<file path="src/rtl/mem_arbiter_pkg.sv">
// Shared types for the memory-port arbiter: request kind and ID-table entry.
package mem_arbiter_pkg;

    localparam int unsigned MAX_REQ = 2;
    localparam int unsigned OWNER_W = (MAX_REQ > 1) ? $clog2(MAX_REQ) : 1;

    typedef enum logic {
        MEM_LOAD  = 1'b0,
        MEM_STORE = 1'b1
    } mem_type_e;

    typedef struct packed {
        logic               valid;
        logic [OWNER_W-1:0] owner;
    } arb_entry_t;

endpackage

</file>
<file path="src/rtl/mem_arbiter_id.sv">
// Transaction-ID pool: per-ID valid/owner table with lowest-free allocation.
module id_pool
    import mem_arbiter_pkg::*;
#(
    parameter int unsigned ID_WIDTH = 4
) (
    input  logic                clk,
    input  logic                rst,
    input  logic                alloc_en,
    input  logic [OWNER_W-1:0]  alloc_owner,
    output logic [ID_WIDTH-1:0] alloc_id,
    output logic                empty,
    input  logic                free_en,
    input  logic [ID_WIDTH-1:0] free_id,
    input  logic [ID_WIDTH-1:0] lookup_id,
    output arb_entry_t          lookup_entry
);

    localparam int unsigned N_ID = 2 ** ID_WIDTH;

    arb_entry_t entries_q [N_ID];

    // Scan downward so the lowest free index is the last one written.
    always_comb begin
        alloc_id = '0;
        empty    = 1'b1;
        for (int unsigned i = N_ID; i > 0; i--) begin
            if (!entries_q[ID_WIDTH'(i - 1)].valid) begin
                alloc_id = ID_WIDTH'(i - 1);
                empty    = 1'b0;
            end
        end
    end

    assign lookup_entry = entries_q[lookup_id];

    always_ff @(posedge clk or negedge rst) begin
        if (!rst) begin
            for (int unsigned i = 0; i < N_ID; i++) begin
                entries_q[ID_WIDTH'(i)] <= '0;
            end
        end else begin
            if (alloc_en) begin
                entries_q[alloc_id].valid <= 1'b1;
                entries_q[alloc_id].owner <= alloc_owner;
            end
            if (free_en) begin
                entries_q[free_id].valid <= 1'b0;
            end
        end
    end

endmodule

</file>
<file path="src/rtl/mem_arbiter.sv">
// Round-robin arbiter sharing one line-wide memory port between cache clients,
// with ID-tagged loads whose responses are routed back to the owning client.
module mem_arbiter
    import mem_arbiter_pkg::*;
#(
    parameter int unsigned N_REQ      = MAX_REQ,
    parameter int unsigned PA_WIDTH   = 32,
    parameter int unsigned LINE_WIDTH = 128,
    parameter int unsigned ID_WIDTH   = 4
) (
    input  logic                        clk,
    input  logic                        rst,
    input  logic [N_REQ-1:0]            i_cli_enable,
    input  logic [N_REQ-1:0]            i_cli_type,
    input  logic [N_REQ*PA_WIDTH-1:0]   i_cli_addr,
    input  logic [N_REQ*LINE_WIDTH-1:0] i_cli_data,
    output logic [N_REQ-1:0]            o_cli_ack,
    output logic [ID_WIDTH-1:0]         o_cli_ack_id,
    output logic [N_REQ-1:0]            o_cli_resp_enable,
    output logic [LINE_WIDTH-1:0]       o_cli_resp_data,
    output logic [ID_WIDTH-1:0]         o_cli_id_response,
    input  logic [N_REQ-1:0]            i_cli_resp_ack,
    output logic                        o_mem_enable,
    output logic                        o_mem_type,
    output logic [PA_WIDTH-1:0]         o_mem_addr,
    output logic [LINE_WIDTH-1:0]       o_mem_data,
    output logic [ID_WIDTH-1:0]         o_mem_id,
    input  logic                        i_mem_ready,
    input  logic                        i_mem_enable,
    input  logic [LINE_WIDTH-1:0]       i_mem_data,
    input  logic [ID_WIDTH-1:0]         i_mem_id,
    output logic                        o_mem_ack,
    output logic                        o_err_stray
);

    // Request slot and grant state
    logic                  slot_valid_q;
    mem_type_e             slot_type_q;
    logic [PA_WIDTH-1:0]   slot_addr_q;
    logic [LINE_WIDTH-1:0] slot_data_q;
    logic [ID_WIDTH-1:0]   slot_id_q;
    logic [N_REQ-1:0]      ack_q;
    logic [ID_WIDTH-1:0]   ack_id_q;
    logic [OWNER_W-1:0]    last_q;

    // Response register
    logic                  resp_valid_q;
    logic [OWNER_W-1:0]    resp_owner_q;
    logic [LINE_WIDTH-1:0] resp_data_q;
    logic [ID_WIDTH-1:0]   resp_id_q;
    logic                  stray_q;

    logic [N_REQ-1:0]      eligible;
    logic                  grant_valid;
    logic [OWNER_W-1:0]    grant_idx;
    logic                  grant_fire;
    logic                  slot_free;
    mem_type_e             grant_type;
    logic [PA_WIDTH-1:0]   grant_addr;
    logic [LINE_WIDTH-1:0] grant_data;
    logic [ID_WIDTH-1:0]   grant_id;
    logic [N_REQ-1:0]      grant_onehot;

    logic                  pool_empty;
    logic [ID_WIDTH-1:0]   pool_alloc_id;
    logic                  alloc_en;
    arb_entry_t            lookup_entry;
    logic                  resp_capture;
    logic                  resp_hit;
    logic                  resp_consumed;

    id_pool #(
        .ID_WIDTH (ID_WIDTH)
    ) u_id_pool (
        .clk          (clk),
        .rst          (rst),
        .alloc_en     (alloc_en),
        .alloc_owner  (grant_idx),
        .alloc_id     (pool_alloc_id),
        .empty        (pool_empty),
        .free_en      (resp_hit),
        .free_id      (i_mem_id),
        .lookup_id    (i_mem_id),
        .lookup_entry (lookup_entry)
    );

    assign slot_free = !slot_valid_q || i_mem_ready;

    always_comb begin
        for (int unsigned i = 0; i < N_REQ; i++) begin
            eligible[i] = i_cli_enable[i] && !ack_q[i] &&
                          (i_cli_type[i] == MEM_STORE || !pool_empty);
        end
    end

    // Walk candidates farthest-first so the one right after last_q wins.
    always_comb begin
        grant_valid = 1'b0;
        grant_idx   = '0;
        for (int unsigned off = N_REQ; off >= 1; off--) begin
            if (eligible[OWNER_W'((32'(last_q) + off) % N_REQ)]) begin
                grant_valid = 1'b1;
                grant_idx   = OWNER_W'((32'(last_q) + off) % N_REQ);
            end
        end
    end

    assign grant_fire   = grant_valid && slot_free;
    assign grant_type   = mem_type_e'(i_cli_type[grant_idx]);
    assign grant_addr   = i_cli_addr[32'(grant_idx) * PA_WIDTH +: PA_WIDTH];
    assign grant_data   = i_cli_data[32'(grant_idx) * LINE_WIDTH +: LINE_WIDTH];
    assign grant_id     = (grant_type == MEM_LOAD) ? pool_alloc_id : '0;
    assign grant_onehot = N_REQ'(1) << grant_idx;
    assign alloc_en     = grant_fire && (grant_type == MEM_LOAD);

    always_ff @(posedge clk or negedge rst) begin
        if (!rst) begin
            slot_valid_q <= 1'b0;
            slot_type_q  <= MEM_LOAD;
            slot_addr_q  <= '0;
            slot_data_q  <= '0;
            slot_id_q    <= '0;
            ack_q        <= '0;
            ack_id_q     <= '0;
            last_q       <= OWNER_W'(N_REQ - 1);
        end else begin
            if (grant_fire) begin
                slot_valid_q <= 1'b1;
                slot_type_q  <= grant_type;
                slot_addr_q  <= grant_addr;
                slot_data_q  <= grant_data;
                slot_id_q    <= grant_id;
                ack_q        <= grant_onehot;
                ack_id_q     <= grant_id;
                last_q       <= grant_idx;
            end else begin
                ack_q    <= '0;
                ack_id_q <= '0;
                if (i_mem_ready) begin
                    slot_valid_q <= 1'b0;
                end
            end
        end
    end

    assign o_mem_ack     = !resp_valid_q || i_cli_resp_ack[resp_owner_q];
    assign resp_capture  = i_mem_enable && o_mem_ack;
    assign resp_hit      = resp_capture && lookup_entry.valid;
    assign resp_consumed = resp_valid_q && i_cli_resp_ack[resp_owner_q];

    // A stray response is still acked; it just never reaches a client.
    always_ff @(posedge clk or negedge rst) begin
        if (!rst) begin
            resp_valid_q <= 1'b0;
            resp_owner_q <= '0;
            resp_data_q  <= '0;
            resp_id_q    <= '0;
            stray_q      <= 1'b0;
        end else begin
            if (resp_hit) begin
                resp_valid_q <= 1'b1;
                resp_owner_q <= lookup_entry.owner;
                resp_data_q  <= i_mem_data;
                resp_id_q    <= i_mem_id;
            end else if (resp_consumed) begin
                resp_valid_q <= 1'b0;
            end
            if (resp_capture && !lookup_entry.valid) begin
                stray_q <= 1'b1;
            end
        end
    end

    always_comb begin
        o_cli_resp_enable = '0;
        if (resp_valid_q) begin
            o_cli_resp_enable[resp_owner_q] = 1'b1;
        end
    end

    assign o_cli_resp_data   = resp_data_q;
    assign o_cli_id_response = resp_id_q;
    assign o_cli_ack         = ack_q;
    assign o_cli_ack_id      = ack_id_q;
    assign o_mem_enable      = slot_valid_q;
    assign o_mem_type        = slot_type_q;
    assign o_mem_addr        = slot_addr_q;
    assign o_mem_data        = slot_data_q;
    assign o_mem_id          = slot_id_q;
    assign o_err_stray       = stray_q;

endmodule

</file>
<file path="config.mk">
export PLATFORM = sky130hd
export DESIGN_NAME = mem_arbiter
export DESIGN_NICKNAME = d
export VERILOG_FILES = /design/src/rtl/mem_arbiter_pkg.sv /design/src/rtl/mem_arbiter_id.sv /design/src/rtl/mem_arbiter.sv
export SDC_FILE = /design/constraint.sdc
export NUM_CORES = 1
export LEC_CHECK = 0
export ABC_CLOCK_PERIOD_IN_PS = 7250
export CORE_AREA = 4 4 300 302
export CTS_CLUSTER_SIZE = 24
export DETAILED_ROUTE_END_ITERATION = 8
export DIE_AREA = 0 0 304 306
export PLACE_DENSITY = 0.42
export SLEW_MARGIN = 5
export SYNTH_ARGS = -nofsm -noshare
export SYNTH_HDL_FRONTEND = slang
export SYNTH_HIERARCHICAL = 1
export SYNTH_SLANG_ARGS = --single-unit
</file>
<file path="constraint.sdc">
create_clock -name clk -period 7.25 [get_ports clk]
set_clock_uncertainty 0.1 [all_clocks]
set_input_delay 1.45 -clock clk [delete_from_list [all_inputs] [get_ports clk]]
set_output_delay 1.45 -clock clk [all_outputs]
set_load 0.01 [all_outputs]
</file>
Word level (Yosys, flattened, before mapping)
Cells that the tools add are included.
{ "word_totals": {"register_bits": 340, "input_bits": 462, "out_inout_bits": 308} }
{ "classes": {"n_addsub": 2, "n_lt_le_gt_ge": 9, "n_shift": 3, "n_mux": 68, "n_bitwise": 3, "n_reduce_logical": 25} }
{ "ops": {"columns": ["cell", "n"], "rows": [
  ["256-bit by 9-bit variable part select with 128-bit output", 1],
  ["32-bit bitwise mux", 3],
  ["4-bit 2-to-1 mux", 18],
  ["32-bit 2-to-1 mux", 2],
  ["64-bit by 7-bit variable part select with 32-bit output", 1],
  ["1-bit 2-to-1 mux", 34],
  ["2-bit demux with 4-bit select", 3],
  ["1-bit logical AND", 13],
  ["2-bit 2-to-1 mux", 6],
  ["5-bit >= comparator, second input constant", 2],
  ["5-bit by 1-bit less-than comparator with 1-bit output, second input constant", 2],
  ["4-bit NOT with 5-bit output", 2],
  ["2-bit binary-select mux with 4-bit select", 1],
  ["1-bit by 2-bit less-than comparator with 1-bit output, second input constant", 4],
  ["1-bit logical NOT", 6],
  ["1-bit logical OR", 4],
  ["2-bit nonzero test", 2],
  ["1-bit adder, second input constant", 2],
  ["1-bit by 1-bit left shift with 2-bit output, first input constant", 1],
  ["1-bit demux with 1-bit select", 1],
  ["1-bit >= comparator, second input constant", 1],
  ["1-bit NOT", 1]
]} }

Logic depth before layout (Yosys ltp)
Gate-level depths: netlist of run 1.
{ "logic_depth": {"depth_word": 30, "depth_mapped": 14, "mapped_depth_nobuf": 13} }

Hierarchy
Netlist of run 1, hierarchy kept.
{ "modules_own_cells": {"columns": ["module", "n_inst", "cells_each", "area_each_um2", "seq_area_each_um2"], "rows": [
  ["mem_arbiter", 1, 885, 12675.9, 7708.6],
  ["id_pool", 1, 164, 1829.3, 800.8]
]} }

Worst setup path after synthesis of run 1
Ideal clock, no wire load.
{ "synth_timing": {"path_type": "input to register", "from": "input port i_mem_id[0]", "to": "register resp_data_q[100], in the netlist o_cli_resp_data[100]", "arrival_time_ns": 3.896, "t_required_ns": 7.025, "slack_ns": 3.129, "cell_stages": 7, "n_path_buf": 3, "cell_sequence": "clkbuf_1 -> mux4_1 -> mux4_2 -> nand3_1 -> buf_2 -> buf_2 -> mux2_2"} }
{ "synth_lines": {"columns": ["item", "line_no", "rtl"], "rows": [
  ["from (decl)", "mem_arbiter.sv:31", "input logic [ID_WIDTH-1:0] i_mem_id,"],
  ["to (signal assigned)", "mem_arbiter.sv:163", "resp_data_q <= i_mem_data;"],
  ["to (decl)", "mem_arbiter.sv:49", "logic [LINE_WIDTH-1:0] resp_data_q;"]
]} }

==> metrics.txt, run 1 <==
fin crit share=between 60% and 70%; Non-Filler Instances=2979; number of buffers created by CTS=45; setup slack after layout=2.69 ns; Min-Delay Path Class=flop to flop; H-tree depth=2; DIE WIDTH=around 300 um; WP data required=7.61 ns; Synthesized Nets=around 1500; row count=between 100 and 150; Placement Setup Slack=2.33 ns; post-route setup TNS=0 ns; clk root buf=clkbuf_16; CP Launch Type=flop; Avg WL per Cell=~22 um; Largest stage delay, worst path=0.73 ns; Yosys cell types=47; initial antenna violation count=7; Clock Sinks=340; most common cell in the netlist=dfrtp_1; initial DRC count=703; largest net degree at the start of global routing=163; DRT Wirelength=66500 um; Slowest-stage cell, CP=o32ai_2; chip height=just over 300 um; vias per cell=4.18; top_reg_cell synth=dfrtp_1; gate count after technology mapping=1049; syn avg cell area=13.8 um2; vias in the first global route=between 10000 and 15000; IO Count=770; CP cell instances=nand2_1 -> nor2_1 -> nand2_1 -> nor3_1 -> nand2b_1 -> and3_1 -> o32ai_2 -> and2_1 -> nand2_1 -> or3_4 -> or3_4 -> mux2_4; Seq/Total Area, Yosys=58.7%; Synth top cells by count=dfrtp_1, a221o_1, nor3b_1; Final min period=4.56 ns; GRT Residual Overflow=0; Lkg Pwr=9.76 nW; Layout Nets=about 2200; GP Congestion=0.776; Post-synth EDFFs=0; Peak VDD IR=0.000159 V; outcome=complete, no violations; dpl cells=2903; smallest hold slack=~0.39 ns; TritonCTS clock tree=built; FFs w/ async S/R, synth=100%; critical path type=flop to flop; All-Layer GR Usage=13.5%; PortBufs=~770; die area=0.0930 mm2; power per cell area=roughly 340 mW/mm2; Yosys top cell by area=dfrtp_1; Synth warnings=6; first-pass GRT wire length=96200 um; post-CTS sizing=0; area delta synth->final=71.9%; total number of vias=12443; Routed Antenna Nets=0; Starting Density=16.5%; final HPWL from detailed placement=around 48000 um; Max Root-Sink Buffers=3; mapped cell area=~0.015 mm2; synth top area cells=dfrtp_1, mux2_2, a221o_1; FF+latch count, synth=340; worst slew pin tran=approximately 1.1 ns; max cap viols=0; Max-slew headroom=28.5%; CP endpoint kind=flop; Fin. Hold Viols=0; Max Freq=between 200 and 250 MHz; worst skew pair latency=0.59 ns; DRC viols=0; Placeable Area=0.0877 mm2; drt first pass iters=4; worst-path fanout max=10; critical path's most frequent cell=nand2_1; Pins Over Slew Limit=0; proportion of layout cells with a drive suffix above 1=13.6%; Critical Path AT=around 5 ns; Worst-path clk slew=0.06 ns; Final setup viols=0; CTS Hold Bufs=0; postcts setup bufs=0; area share of the largest cell type after synthesis=between 50 and 60%; RSZ-0062 raised after global routing=false
## metrics by stage
| step | total power [mW] | util (%) | instance area, um2 |
|---|---|---|---|
| finish | 8.54 | 28.4 | 24900 |
| global route | 9.00 | 28.4 | 24900 |
| CTS | 8.72 | 28.4 | 24900 |
| detailed placement | 6.31 | 26.7 | 23400 |
| global placement | 6.30 | 26.7 | 23400 |
| floorplan | 4.24 | - | 14500 |
## placed cells by master (no fill, tap or decap), types with 3 or more instances in the layout
master and n:
a21oi_1 5, a221o_1 160, a31oi_1 3, a32o_1 4
and3_1 6, and4_1 3, buf_12 6, buf_4 6
bufinv_16 6, clkbuf_1 13, clkbuf_16 45, clkbuf_8 4
clkdlybuf4s50_1 768, clkinv_2 3, dfrtp_1 339, inv_1 11
inv_16 3, mux2_2 148, mux4_2 9, nand2_1 20
nand2b_1 7, nand3_1 3, nand4_1 4, nor2_1 16
nor2b_1 5, nor3_1 9, nor3b_1 160, o21ai_0 4
o22a_1 12
## power breakdown
part / leakage [nW] / switching, mW / internal [mW] / total (mW)
combinational: 4.89 / 1.37 / 1.89 / 3.26
clock: 0.725 / 0.908 / 1.40 / 2.31
sequential: 4.15 / 0.406 / 2.56 / 2.97
## final cells by class
| cell class | instances | area (um2) |
|---|---|---|
| diodes | 1 | 2.50 |
| clock buffers | 62 | 1230 |
| clock inverters | 13 | 263 |
| fillers | 8987 | 62800 |
| inverters | 11 | 41.3 |
| multi-input cells | 606 | 5560 |
| flip-flops and latches | 340 | 8510 |
| well taps | 1165 | 1460 |
| repair buffers | 781 | 7870 |
## layer usage
layer	vias to the layer above	part of all wire (%)	track usage (%)
met5	-	0.062	0
met4	6	2.9	4.10
li1	5547	-	-
met2	575	50	23.7
met3	83	8.7	4.94
met1	6232	39	15.4
## worst paths after layout
path | startpoint | end | slack [ns] | depth (start not counted)
setup reg to reg | u_id_pool/entries_q[21] | flop | 2.69 | 12
hold / removal | o_err_stray | o_err_stray | 0.39 | 1
setup / recovery | u_id_pool/entries_q[21] | flop | 2.69 | 12
max in group asynchronous | rst | o_cli_resp_data[43] | 4.95 | 2
min in group asynchronous | rst | o_mem_data[111] | 0.73 | 1
hold reg to reg | o_err_stray | o_err_stray | 0.39 | 1
## critical path, delay by kind of cell, from the launching register on
family / cells / cell delay [ns]
AO/OA/AOI/OAI: 1 / 0.73
flip-flops: 1 / 0.50
multiplexers: 1 / 0.30
AND/OR/NAND/NOR: 10 / 2.77
## cell families (layout without fill, tap and decap cells)
kind of cell | after synthesis | in the layout | share of synthesized area, %
flip-flops | 340 | 340 | 58.7
AND/OR/NAND/NOR | 244 | 244 | 11.4
AO/OA/AOI/OAI | 202 | 202 | 13.3
multiplexers | 160 | 160 | 13.2
buffers and inverters | 103 | 867 | 3.34
other | 0 | 1 | 0
## sequential cells by signal, summed over array words and instances (netlist names), 2 cells and up, named ones only
signal               flops
o_mem_addr              32
o_cli_ack                2
o_cli_ack_id             4
o_mem_id                 4
u_id_pool/entries_q     16
o_cli_resp_data        128
o_cli_id_response        4
o_mem_data             128
No activity file was read; power rests on OpenSTA's default activity.
==> inputs of run 2 (changes only) <==
--- a/config.mk
+++ b/config.mk
@@ -5,12 +5,12 @@
 export SDC_FILE = /design/constraint.sdc
 export NUM_CORES = 1
 export LEC_CHECK = 0
-export ABC_CLOCK_PERIOD_IN_PS = 7250
-export CORE_AREA = 4 4 300 302
+export ABC_CLOCK_PERIOD_IN_PS = 4520
+export CORE_AREA = 4 4 294 296
 export CTS_CLUSTER_SIZE = 24
 export DETAILED_ROUTE_END_ITERATION = 8
-export DIE_AREA = 0 0 304 306
-export PLACE_DENSITY = 0.42
+export DIE_AREA = 0 0 298 300
+export PLACE_DENSITY = 0.43
 export SLEW_MARGIN = 5
 export SYNTH_ARGS = -nofsm -noshare
 export SYNTH_HDL_FRONTEND = slang
==> constraint.sdc (replaced) <==
create_clock -name clk -period 4.52 [get_ports clk]
set_clock_uncertainty 0.1 [all_clocks]
set_input_delay 0.904 -clock clk [delete_from_list [all_inputs] [get_ports clk]]
set_output_delay 0.904 -clock clk [all_outputs]
set_load 0.01 [all_outputs]
==> run 2 against run 1 <==
Wire length rose by 0.77%; via count barely moved; clock power rose by 50%; sequential power rose by 61%; largest power group unchanged.
==> metrics.txt, run 2 (same netlist as run 1, synthesis figures left out) <==
row count=106 (-2.8%); post-route setup TNS=0 ns (unchanged); Layout Nets=2275 (+1.2%); GP Congestion=0.831 (+7.1%); DRC viols=0 (unchanged); proportion of layout cells with a drive suffix above 1=15.3% (+1.7 points); dpl cells=2848 (-1.9%); power per cell area=541 mW/mm2 (+58%); All-Layer GR Usage=14.2% (+0.71 points); Final min period=3.58 ns (-0.979 ns); final HPWL from detailed placement=50500 um (+5.7%); CP Launch Type=flop; Pins Over Slew Limit=0 (unchanged); Reg-to-Reg Start=u_id_pool/entries_q[21]; DIE WIDTH=298 um (-2.0%); Peak VDD IR=0.000215 V (+35%); critical path type=flop to flop; Starting Density=17.4% (+0.82 points); max cap viols=0 (unchanged); initial DRC count=558 (-21%); worst reg-to-reg path cell count=12 (unchanged); CP endpoint kind=flop; Max Root-Sink Buffers=3 (unchanged); Critical Path AT=3.92 ns (-1.00 ns); Final Core Density=30.0% (+1.6 points); total power=13.6 mW (+59%); vias per cell=4.25 (+1.9%); Min-Delay Path Class=primary input to asynchronous set/reset pin; Placeable Area=0.0836 mm2 (-4.7%); Fin. Hold Viols=0 (unchanged); initial antenna violation count=11 (+4); DRT Wirelength=67000 um (+0.77%); CTS Hold Bufs=0 (unchanged); reg2reg setup slack=0.94 ns (-1.75 ns); most frequent cells in the layout=clkdlybuf4s50_1, dfrtp_1, nor3b_1, a221o_1, mux2_2; total number of vias=12452 (+0.072%); worst skew pair latency=0.58 ns (about the same); WP data required=4.86 ns (-2.75 ns); Routed Antenna Nets=0 (unchanged); number of buffers created by CTS=43 (-4.4%); Avg WL per Cell=22.9 um (+2.6%); Lkg Pwr=9.92 nW (+1.6%); postcts setup bufs=0 (unchanged); worst setup path start=u_id_pool/entries_q[21]; commonest non-fill, non-tap cell in the layout=clkdlybuf4s50_1; largest net degree at the start of global routing=163 (unchanged); Non-Filler Instances=2927 (-1.7%); GRT Residual Overflow=0 (unchanged); post-CTS sizing=0 (unchanged); fin crit share=79.1% (+16 points); H-tree depth=2 (unchanged); RSZ-0062 raised after global routing=false; worst-path fanout max=8 (-2); IO Count=770 (unchanged); Final setup viols=0 (unchanged); chip height=300 um (-2.0%); Max Freq=280 MHz (+27%); worst slew pin tran=1.19 ns (+0.126 ns); first-pass GRT wire length=96100 um (about the same); clk root buf=clkbuf_16; Clock Sinks=340 (unchanged); die area=0.0894 mm2 (-3.9%); outcome=complete, no violations; PortBufs=769 (unchanged); Max-slew headroom=20.6% (-7.9 points); Worst-path clk slew=0.06 ns (about the same); drt first pass iters=5 (+1); TritonCTS clock tree=built; vias in the first global route=13410 (-1.1%); area delta synth->final=72.9%
run 2: worst max-delay path, cell delays in order, from the launching register on:
cell      delay, ns
dfrtp_1        0.50
nand2_1        0.09
nor2_1         0.29
nand2_1        0.13
nor3_1         0.25
nand2b_1       0.18
and3_1         0.27
o32ai_2        0.25
and2_1         0.25
nand2_1        0.11
or3_4          0.36
nor3_1         0.27
mux2_2         0.38
run 2: worst min-delay path by stage:
stage	to	cells after the start	slack [ns]	start
after global routing	o_mem_data[96]	1	0.34	rst
after global placement	o_err_stray	1	0.37	o_err_stray
after floorplan	flop	1	0.37	flop
after detailed placement	o_err_stray	1	0.37	o_err_stray
final	o_mem_data[96]	1	0.30	rst
after CTS	o_mem_data[96]	1	0.30	rst
run 2: final cells by class:
class                      instances  area, um2
antenna                            4       10.0
clock buffer                      61       1250
clock inverter                    14        158
fill                            8468      58500
inverter                          11       41.3
multi-input combinational        606       5560
sequential                       340       8510
tap                             1080       1350
timing repair buffer             811       8190
run 2: metal layers:
metal	vias to the layer above	track usage (%)	wire length [um]
met5	-	0	69
met4	10	3.78	1560
met3	90	5.79	6590
met2	594	25.4	34200
met1	6160	15.7	24600
li1	5598	-	-
run 2: per-stage QoR:
| stage | cell area [um2] | setup WS (ns) | hold slack [ns] |
|---|---|---|---|
| floorplan | 14500 | 0.945 | 0.374 |
| global placement | 23700 | 0.546 | 0.371 |
| detailed placement | 23700 | 0.513 | 0.367 |
| CTS | 25100 | 0.952 | 0.304 |
| global route | 25100 | 0.618 | 0.340 |
| finish | 25100 | 0.943 | 0.296 |
run 2: power breakdown:
part	internal, mW	switching [mW]	total (mW)	leakage (nW)
Combinational	3.11	2.19	5.31	5.07
Clock	2.05	1.42	3.46	0.704
Sequential	4.11	0.676	4.79	4.15
Total	9.27	4.29	13.6	9.92
